**config.mk**
```make
export PLATFORM = sky130hd
export DESIGN_NAME = instr_enc
export DESIGN_NICKNAME = d
export VERILOG_FILES = /design/src/rtl/riu_pkg.sv /design/src/rtl/enc_fifo.sv /design/src/rtl/instr_enc.sv
export SDC_FILE = /design/constraint.sdc
export NUM_CORES = 1
export LEC_CHECK = 0
export CAP_MARGIN = 20
export CELL_PAD_IN_SITES_DETAIL_PLACEMENT = 1
export CELL_PAD_IN_SITES_GLOBAL_PLACEMENT = 2
export CORE_MARGIN = 8
export CORE_UTILIZATION = 44
export CTS_CLUSTER_DIAMETER = 120
export CTS_CLUSTER_SIZE = 25
export DETAILED_ROUTE_END_ITERATION = 12
export GPL_TIMING_DRIVEN = 1
export MAX_ROUTING_LAYER = met4
export PLACE_DENSITY = 0.91
export SETUP_SLACK_MARGIN = 0.2
export SLEW_MARGIN = 30
export SYNTH_ARGS = -nofsm -noshare
export SYNTH_HDL_FRONTEND = slang
export SYNTH_SLANG_ARGS = --single-unit
```
**constraint.sdc**
```tcl
create_clock -name clk -period 6.1 [get_ports clk]
set_clock_uncertainty 0.05 [all_clocks]
set_input_delay 0.61 -clock clk [delete_from_list [all_inputs] [get_ports clk]]
set_output_delay 0.61 -clock clk [all_outputs]
set_load 0.03 [all_outputs]
```
**src/rtl/riu_pkg.sv**
```systemverilog
// Shared definitions for the instruction encoder: instruction-type coding,
// base opcodes and the canonical NOP word.
package riu_pkg;

  typedef enum logic [1:0] {
    TYPE_NONE = 2'd0,
    TYPE_R    = 2'd1,
    TYPE_I    = 2'd2,
    TYPE_U    = 2'd3
  } instr_t;

  localparam logic [6:0]  OP_R = 7'b0110011;
  localparam logic [6:0]  OP_I = 7'b0010011;
  localparam logic [6:0]  OP_U = 7'b0110111;
  localparam logic [31:0] NOP  = 32'h0000_0013;

endpackage

```
**src/rtl/enc_fifo.sv**
```systemverilog
// Synchronous DEPTH-entry FIFO holding {instr, addr} words; head reads as zero
// when empty, and a push into a full FIFO is ignored even alongside a pop.
module enc_fifo #(
  parameter int DEPTH = 4,
  parameter int W     = 64
) (
  input  logic                     clk,
  input  logic                     rst,
  input  logic                     push,
  input  logic                     pop,
  input  logic [W-1:0]             din,
  output logic [W-1:0]             dout,
  output logic [$clog2(DEPTH):0]   count,
  output logic                     full,
  output logic                     empty
);

  localparam int AW = $clog2(DEPTH);
  localparam int CW = AW + 1;
  localparam logic [AW-1:0] PTR_ONE = AW'(1);
  localparam logic [CW-1:0] CNT_ONE = CW'(1);

  logic [W-1:0]  mem [DEPTH];
  logic [AW-1:0] wptr;
  logic [AW-1:0] rptr;
  logic          do_push;
  logic          do_pop;

  assign full    = (count == CW'(DEPTH));
  assign empty   = (count == '0);
  assign do_push = push && !full;
  assign do_pop  = pop && !empty;
  assign dout    = empty ? '0 : mem[rptr];

  always_ff @(posedge clk) begin
    if (rst) begin
      wptr  <= '0;
      rptr  <= '0;
      count <= '0;
    end else begin
      if (do_push) wptr <= wptr + PTR_ONE;
      if (do_pop)  rptr <= rptr + PTR_ONE;
      case ({do_push, do_pop})
        2'b10:   count <= count + CNT_ONE;
        2'b01:   count <= count - CNT_ONE;
        default: count <= count;
      endcase
    end
  end

  // Storage is data only; occupancy gates what is visible at the head.
  always_ff @(posedge clk) begin
    if (do_push) mem[wptr] <= din;
  end

endmodule

```
**src/rtl/instr_enc.sv**
```systemverilog
// Encodes R/I/U field tuples into 32-bit words tagged with sequential byte
// addresses and queues them in a FIFO. Optional ENC_CHECK_EN drops type-0 tuples and flags err.
module instr_enc
  import riu_pkg::*;
#(
  parameter int          DEPTH     = 4,
  parameter logic [31:0] BASE_ADDR = 32'h0000_0000
) (
  input  logic                   clk,
  input  logic                   rst,
  input  logic                   in_valid,
  output logic                   in_ready,
  input  logic [1:0]             in_type,
  input  logic [4:0]             in_rd,
  input  logic [4:0]             in_rs1,
  input  logic [4:0]             in_rs2,
  input  logic [2:0]             in_funct3,
  input  logic [6:0]             in_funct7,
  input  logic [11:0]            in_imm12,
  input  logic [19:0]            in_imm20,
  output logic                   out_valid,
  input  logic                   out_ready,
  output logic [31:0]            out_instr,
  output logic [31:0]            out_addr,
  output logic [$clog2(DEPTH):0] count,
  output logic                   err
);

  function automatic logic [31:0] encode(
    input logic [1:0]  t,
    input logic [4:0]  rd,
    input logic [4:0]  rs1,
    input logic [4:0]  rs2,
    input logic [2:0]  f3,
    input logic [6:0]  f7,
    input logic [11:0] imm12,
    input logic [19:0] imm20
  );
    logic [31:0] w;
    case (instr_t'(t))
      TYPE_R:  w = {f7, rs2, rs1, f3, rd, OP_R};
      TYPE_I:  w = {imm12, rs1, f3, rd, OP_I};
      TYPE_U:  w = {imm20, rd, OP_U};
      default: w = NOP;
    endcase
    return w;
  endfunction

  logic [31:0] word_p0;
  logic [31:0] addr_p0;
  logic        accept;
  logic        reject;
  logic        push;
  logic        full;
  logic        empty;
  logic [63:0] head;

  // Stage 0: combinational encode of the presented tuple
  assign word_p0 = encode(in_type, in_rd, in_rs1, in_rs2, in_funct3,
                          in_funct7, in_imm12, in_imm20);
  assign in_ready = !full;
  assign accept   = in_valid && in_ready;
  assign push     = accept && !reject;

`ifdef ENC_CHECK_EN
  logic err_p1;

  assign reject = accept && (instr_t'(in_type) == TYPE_NONE);
  assign err    = err_p1;

  always_ff @(posedge clk) begin
    if (rst) err_p1 <= 1'b0;
    else     err_p1 <= reject;
  end
`else
  assign reject = 1'b0;
  assign err    = 1'b0;
`endif

  // Address advances only for words that actually enter the FIFO.
  always_ff @(posedge clk) begin
    if (rst)       addr_p0 <= BASE_ADDR;
    else if (push) addr_p0 <= addr_p0 + 32'd4;
  end

  // Stage 1: registered FIFO, head drives the outputs
  enc_fifo #(
    .DEPTH (DEPTH),
    .W     (64)
  ) u_fifo (
    .clk   (clk),
    .rst   (rst),
    .push  (push),
    .pop   (out_ready),
    .din   ({word_p0, addr_p0}),
    .dout  (head),
    .count (count),
    .full  (full),
    .empty (empty)
  );

  assign out_valid = !empty;
  assign out_instr = head[63:32];
  assign out_addr  = head[31:0];

endmodule

```
==> metrics, run 1 <==
clock buffer depth=3; CTS tree=built; post-DR vias/cell=5.459; Worst-path clk slew=0.10 ns; Post-synth EDFFs=228; data arrival time of the worst path=3.22 ns; Crit Path Class=flip-flop to output port; DRT Pass-1 Iters=4; HPWL after DPL=15.36 mm; num ports=133; clk_lat worst skew=0.48 ns; synth unique cells=34; Max Freq=0.2576 GHz; Die Area=30470 µm²; leakage=4.266 nW; clock buffer count from CTS=14; start point of the worst min-delay path=addr_p0[31]; Worst R2R Setup Slack=3.30 ns; Root Driver=clkbuf_16; Starting Density=44.31%; Die Y=174.6 µm; RSZ-0062 raised after global routing=false; commonest non-fill, non-tap cells in the layout=edfxtp_1, clkdlybuf4s50_1, and2_1; sequential area share after synthesis=68.95%; CP Cell Sequence=buf_4, mux4_2, and2_1, clkdlybuf4s50_1; wire per inst=21.48 µm; fraction of registers with async set/reset=0%; GRT Residual Overflow=0; DRC viols=0; outcome=finished clean; setup TNS=0 ns; initial antenna violation count=0; CP Capture Type=output port; Core Util, Final=52.16%; worst relative slew slack=44.02%; vias in the first global route=6719; Worst Hold Path EP=u_fifo.mem[3][31]; Setup crit start kind=flip-flop; Final nets=829; Avg Synthesized Cell Area=17.02 µm²; Final setup viols=0; RR Endpoint=u_fifo.count[2]; largest net degree at the start of global routing=64; CP top delay family=buffers and inverters; Post-Synthesis Cells=650; Hold Vio Cnt, Final=0; Post-CTS Hold Buffers=0; Placer Congestion=0.7364; ant diodes=0; total of max-cap violations=0; PwrDens=400.3 nW/µm²; commonest non-fill, non-tap cell in the layout=edfxtp_1; mapped cell area=11060 µm²; Worst Tran Pin Value=0.8397 ns; core footprint=24960 µm²; crit-path max cell delay=0.80 ns; final worst-path cycle share=63.65%; htree depth=1; Initial DRC Count=317; Clock Sink Count=267; Routed Antenna Nets=0; final max-slew violation count=0; PortBufs=127; cells on worst reg2reg path=8; overall global routing resource usage=15.61%; Crit path required time=5.44 ns; share of cells above drive strength 1=15.25%; Synth Register Bits=267; FP Rows=58; WHS Path Cells=0; crit path max fanout=33; first-pass GRT wire length=37.16 mm; post-CTS repair timing setup buffer count=0; VDD IR max=297.1 µV; Yosys warning total=0; Hold Crit Class=flip-flop to flip-flop; Synth Flop Type=edfxtp_1; Tmin final=3.882 ns; post-cts resize count=0; final WL=23.56 mm; via count=5988; slowest cell on the critical path=dfxtp_4; reg-to-reg startpoint=u_fifo.count[2]; area delta synth->final=17.71%; Critical path buffers and inverters=2; Die Width=174.6 µm
[kinds of logic (layout without fill, tap and decap cells)]
family,count (synthesis),in the layout,synth area share [%]
muxes,80,80,13.95
DFF,267,267,68.95
other,1,5,0.03390
xor gates and xnor gates,12,12,0.9501
buffers and inverters,55,168,2.443
and+or+nand+nor,165,165,8.970
adders and majority gates,7,7,0.8596
AOI/OAI and AO/OA,63,63,3.846
[stage by stage]
| step | std cells | total power, W | setup WS, ns | instance area (µm²) | hold WS [ns] |
|---|---|---|---|---|---|
| global placement | 1073 | 0.004253 | 2.680 | 12600 | 0.4280 |
| global route | 1097 | 0.005462 | 1.961 | 13020 | 0.5106 |
| finish | 1097 | 0.005213 | 2.218 | 13020 | 0.4889 |
| detailed placement | 1073 | 0.004312 | 2.633 | 12610 | 0.4765 |
| CTS | 1097 | 0.005310 | 2.103 | 13020 | 0.4941 |
| floorplan | 654 | 0.003560 | 2.793 | 11080 | 0.4083 |
[cell type report]
class                      count  area [µm²]
inverter                       7       26.28
multi-input combinational    332        3189
clock buffer                  23       405.4
fill                        2336       11940
timing repair buffer         137        1346
sequential                   267        7632
tap                          330       412.9
clock inverter                 1       8.758
[registers in the layout, summed over array words and instances (netlist names), named ones only]
| register | flops |
|---|---|
| u_fifo.count | 3 |
| u_fifo.wptr | 2 |
| u_fifo.mem | 228 |
| u_fifo.rptr | 2 |
| addr_p0 | 30 |
[Yosys cell counts (5+ instances only)]
library cell / instances / area, µm²
edfxtp_1: 228 / 6847
and2_1: 62 / 387.9
mux4_2: 57 / 1284
dfxtp_1: 39 / 780.8
clkbuf_1: 27 / 101.4
a21oi_1: 23 / 115.1
mux2_2: 23 / 259.0
a22o_1: 20 / 175.2
nor2_1: 18 / 67.56
nand3_1: 14 / 70.07
o31ai_1: 14 / 105.1
or4_1: 14 / 105.1
nand2_1: 13 / 48.80
xor2_1: 10 / 87.58
buf_2: 9 / 45.04
nor2b_1: 9 / 56.30
and3_1: 8 / 50.05
buf_4: 8 / 60.06
nand4_1: 8 / 50.05
inv_1: 7 / 26.28
or3_1: 7 / 43.79
ha_1: 6 / 75.07
o21ai_0: 6 / 30.03
and4_1: 5 / 43.79
[how the worst max path moves through the flow]
| stage | slack, ns | start | to | depth (start not counted) |
|---|---|---|---|---|
| after floorplan | 2.79 | u_fifo.count[0] | u_fifo.mem[0][10] | 4 |
| after global placement | 2.68 | flip-flop | out_instr[21] | 4 |
| after detailed placement | 2.63 | flip-flop | out_instr[16] | 4 |
| after CTS | 2.10 | flip-flop | out_instr[16] | 4 |
| after global routing | 1.96 | flip-flop | out_instr[26] | 4 |
| final | 2.22 | flip-flop | out_instr[16] | 4 |
[worst reg2reg max path, delay by kind of cell, from the launching register on]
kind | cells | cell delay [ns]
AO/OA/AOI/OAI | 1 | 0.17
XOR/XNOR | 1 | 0.16
adder cells (fa/ha/maj) | 2 | 0.61
buffers and inverters | 1 | 0.07
flip-flops | 1 | 0.40
AND/OR/NAND/NOR | 3 | 1.26
[power by group]
part	internal (W)	switching (W)	total [W]
Clock	0.000464	0.000528	0.000992
Sequential	0.00216	0.000110	0.00228
Combinational	0.000872	0.00107	0.00194
[routing by layer]
metal  GRT usage (%)  up-vias  share of wire [%]  wire [µm]
met3           3.124       20                4.8       1122
met5               -        -                  0          0
met4           2.614        0                1.2        286
met2           26.99      136                 50      11860
li1                -     2746                  -          -
met1           19.05     3086                 44      10290
(Power assumes the default switching activity.)
==> inputs of run 2 (changes only) <==
--- a/config.mk
+++ b/config.mk
@@ -9,13 +9,13 @@
 export CELL_PAD_IN_SITES_DETAIL_PLACEMENT = 1
 export CELL_PAD_IN_SITES_GLOBAL_PLACEMENT = 2
 export CORE_MARGIN = 8
-export CORE_UTILIZATION = 44
+export CORE_UTILIZATION = 37
 export CTS_CLUSTER_DIAMETER = 120
 export CTS_CLUSTER_SIZE = 25
 export DETAILED_ROUTE_END_ITERATION = 12
 export GPL_TIMING_DRIVEN = 1
 export MAX_ROUTING_LAYER = met4
-export PLACE_DENSITY = 0.91
+export PLACE_DENSITY = 0.83
 export SETUP_SLACK_MARGIN = 0.2
 export SLEW_MARGIN = 30
 export SYNTH_ARGS = -nofsm -noshare
==> constraint.sdc (replaced) <==
create_clock -name clk -period 3.43 [get_ports clk]
set_clock_uncertainty 0.05 [all_clocks]
set_input_delay 0.343 -clock clk [delete_from_list [all_inputs] [get_ports clk]]
set_output_delay 0.343 -clock clk [all_outputs]
set_load 0.03 [all_outputs]
==> run 2 against run 1 <==
Effect of this change: sequential share of layout area is 1.2 points lower; highest routed layer unchanged; core utilization down 7.2 points; wire length up 6.3%; global-route usage fell by 1.6 points; flip-flop and latch count stayed put; critical path depth did not move.
==> metrics, run 2 (synthesis gave the netlist of run 1 again) <==
outcome=finished clean; Hold Vio Cnt, Final=0; FP Rows=63; CTS tree=built; clk_lat worst skew=0.48 ns; setup TNS=0 ns; ant diodes=0; Final nets=842; core footprint=29560 µm²; busiest grt layer=met2; layout filler cell count=2885; GRT Residual Overflow=0; largest reg by FF count=u_fifo.mem; PnR worst setup slack=0.3491 ns; Placed Cells incl. Taps=1136; slowest cell on the critical path=or3_2; Max Freq=0.3246 GHz; Initial DRC Count=347; Crit path required time=3.04 ns; crit path max fanout=38; via count=6128; overall global routing resource usage=14.06%; DRT Pass-1 Iters=5; num ports=133; Die Width=188.9 µm; Die Area=35690 µm²; HPWL after DPL=16.28 mm; htree depth=1; Setup crit start kind=flip-flop; pre-CTS WS=0.6899 ns; final worst-path cycle share=89.82%; VDD IR max=407.7 µV; PortBufs=127; Root Driver=clkbuf_16; area delta synth->final=20.14%; Die Y=188.9 µm; RSZ-0062 raised after global routing=false; cells on worst reg2reg path=8; max reg flops=228; biggest registers after layout=u_fifo.mem (228), addr_p0 (30), u_fifo.count (3); data arrival time of the worst path=2.69 ns; Routed Antenna Nets=0; largest net degree at the start of global routing=58; commonest non-fill, non-tap cell in the layout=edfxtp_1; DRC viols=0; GR Util met1=18.60%; Tmin final=3.081 ns; Final setup viols=0; Starting Density=37.42%; crit-path max cell delay=0.75 ns; first-pass GRT wire length=38.50 mm; fin cells=1170; initial antenna violation count=0; CP Cell Sequence=or3_2, buf_12, and2_1, clkdlybuf4s50_1; reg-to-reg startpoint=u_fifo.count[2]; Placer Congestion=0.7148; Clock Sink Count=267; vias in the first global route=6529; CP endpoint=out_addr[3]; met3 GRT Util=2.465%; crit path from=u_fifo.count[2]; RR Endpoint=u_fifo.count[2]; total of max-cap violations=0; final WL=25.06 mm; clock buffer count from CTS=14; worst relative slew slack=52.77%; Worst R2R Setup Slack=0.67 ns; commonest non-fill, non-tap cells in the layout=edfxtp_1, clkdlybuf4s50_1, and2_1; leakage=4.360 nW; clock buffer depth=3; share of cells above drive strength 1=16.67%; Hold Crit Class=flip-flop to flip-flop; met2 Resource Use GR=23.20%; Worst Tran Pin Value=0.7062 ns; PwrDens=718.6 nW/µm²; CP Capture Type=output port; post-cts resize count=0; Crit Path Class=flip-flop to output port; post-DR vias/cell=5.238; Worst-path clk slew=0.10 ns; wire per inst=21.41 µm; final max-slew violation count=0
==> run 2: worst min-delay path by stage <==
| stage | cells past startpoint | endpoint | startpoint | slack, ns |
|---|---|---|---|---|
| 3_3_place_gp | 2 | u_fifo.count[2] | u_fifo.count[2] | 0.44 |
| 5_1_grt | 2 | u_fifo.wptr[1] | u_fifo.wptr[1] | 0.50 |
| 6_report | 2 | u_fifo.wptr[1] | u_fifo.wptr[1] | 0.46 |
| 3_5_place_dp | 2 | u_fifo.wptr[1] | u_fifo.wptr[1] | 0.45 |
| 4_1_cts | 2 | u_fifo.wptr[1] | u_fifo.wptr[1] | 0.47 |
| 2_1_floorplan | 0 | u_fifo.mem[0][21] | addr_p0[21] | 0.41 |
==> run 2: what timing repair did <==
item | CTS | global route
endpoints found under the setup margin | 0 | 5
hold buffers | 0 | 0
buffers inserted | 0 | 10
==> run 2: critical path, delay by kind of cell (launching register included) <==
family	cells	cell delay (ns)
buffers and inverters	2	0.93
DFF	1	0.35
and+or+nand+nor	2	0.90
==> run 2: per-layer routing <==
layer / vias up / wire length (µm)
met3: 18 / 1084
met5: - / 0
met1: 3193 / 11630
met4: 0 / 233
met2: 135 / 12100
li1: 2782 / -
==> run 2: per-stage QoR <==
step / utilization [%] / total power (W) / hold WS (ns) / instance area, µm²
final: 44.96 / 0.009551 / 0.4607 / 13290
after global routing: 44.96 / 0.01001 / 0.5004 / 13290
after CTS: 44.71 / 0.009660 / 0.4697 / 13220
after detailed placement: 43.31 / 0.007865 / 0.4546 / 12800
after global placement: 43.31 / 0.007810 / 0.4408 / 12800
after floorplan: - / 0.006323 / 0.4083 / 11080
==> run 2: cell type report <==
| cell class | instances | area (µm²) | area share, % |
|---|---|---|---|
| well taps | 390 | 488.0 | 3.672 |
| repair buffers | 150 | 1544 | 11.62 |
| clock buffers | 23 | 405.4 | 3.050 |
| inverters | 7 | 26.28 | 0.1977 |
| multi-input cells | 332 | 3186 | 23.97 |
| clock inverters | 1 | 8.758 | 0.06590 |
| flip-flops and latches | 267 | 7632 | 57.43 |
==> run 2: report_power, final <==
group | internal, W | switching, W
registers | 0.00385 | 0.000139
clock network | 0.000826 | 0.000958
logic | 0.00171 | 0.00207
total | 0.00638 | 0.00317
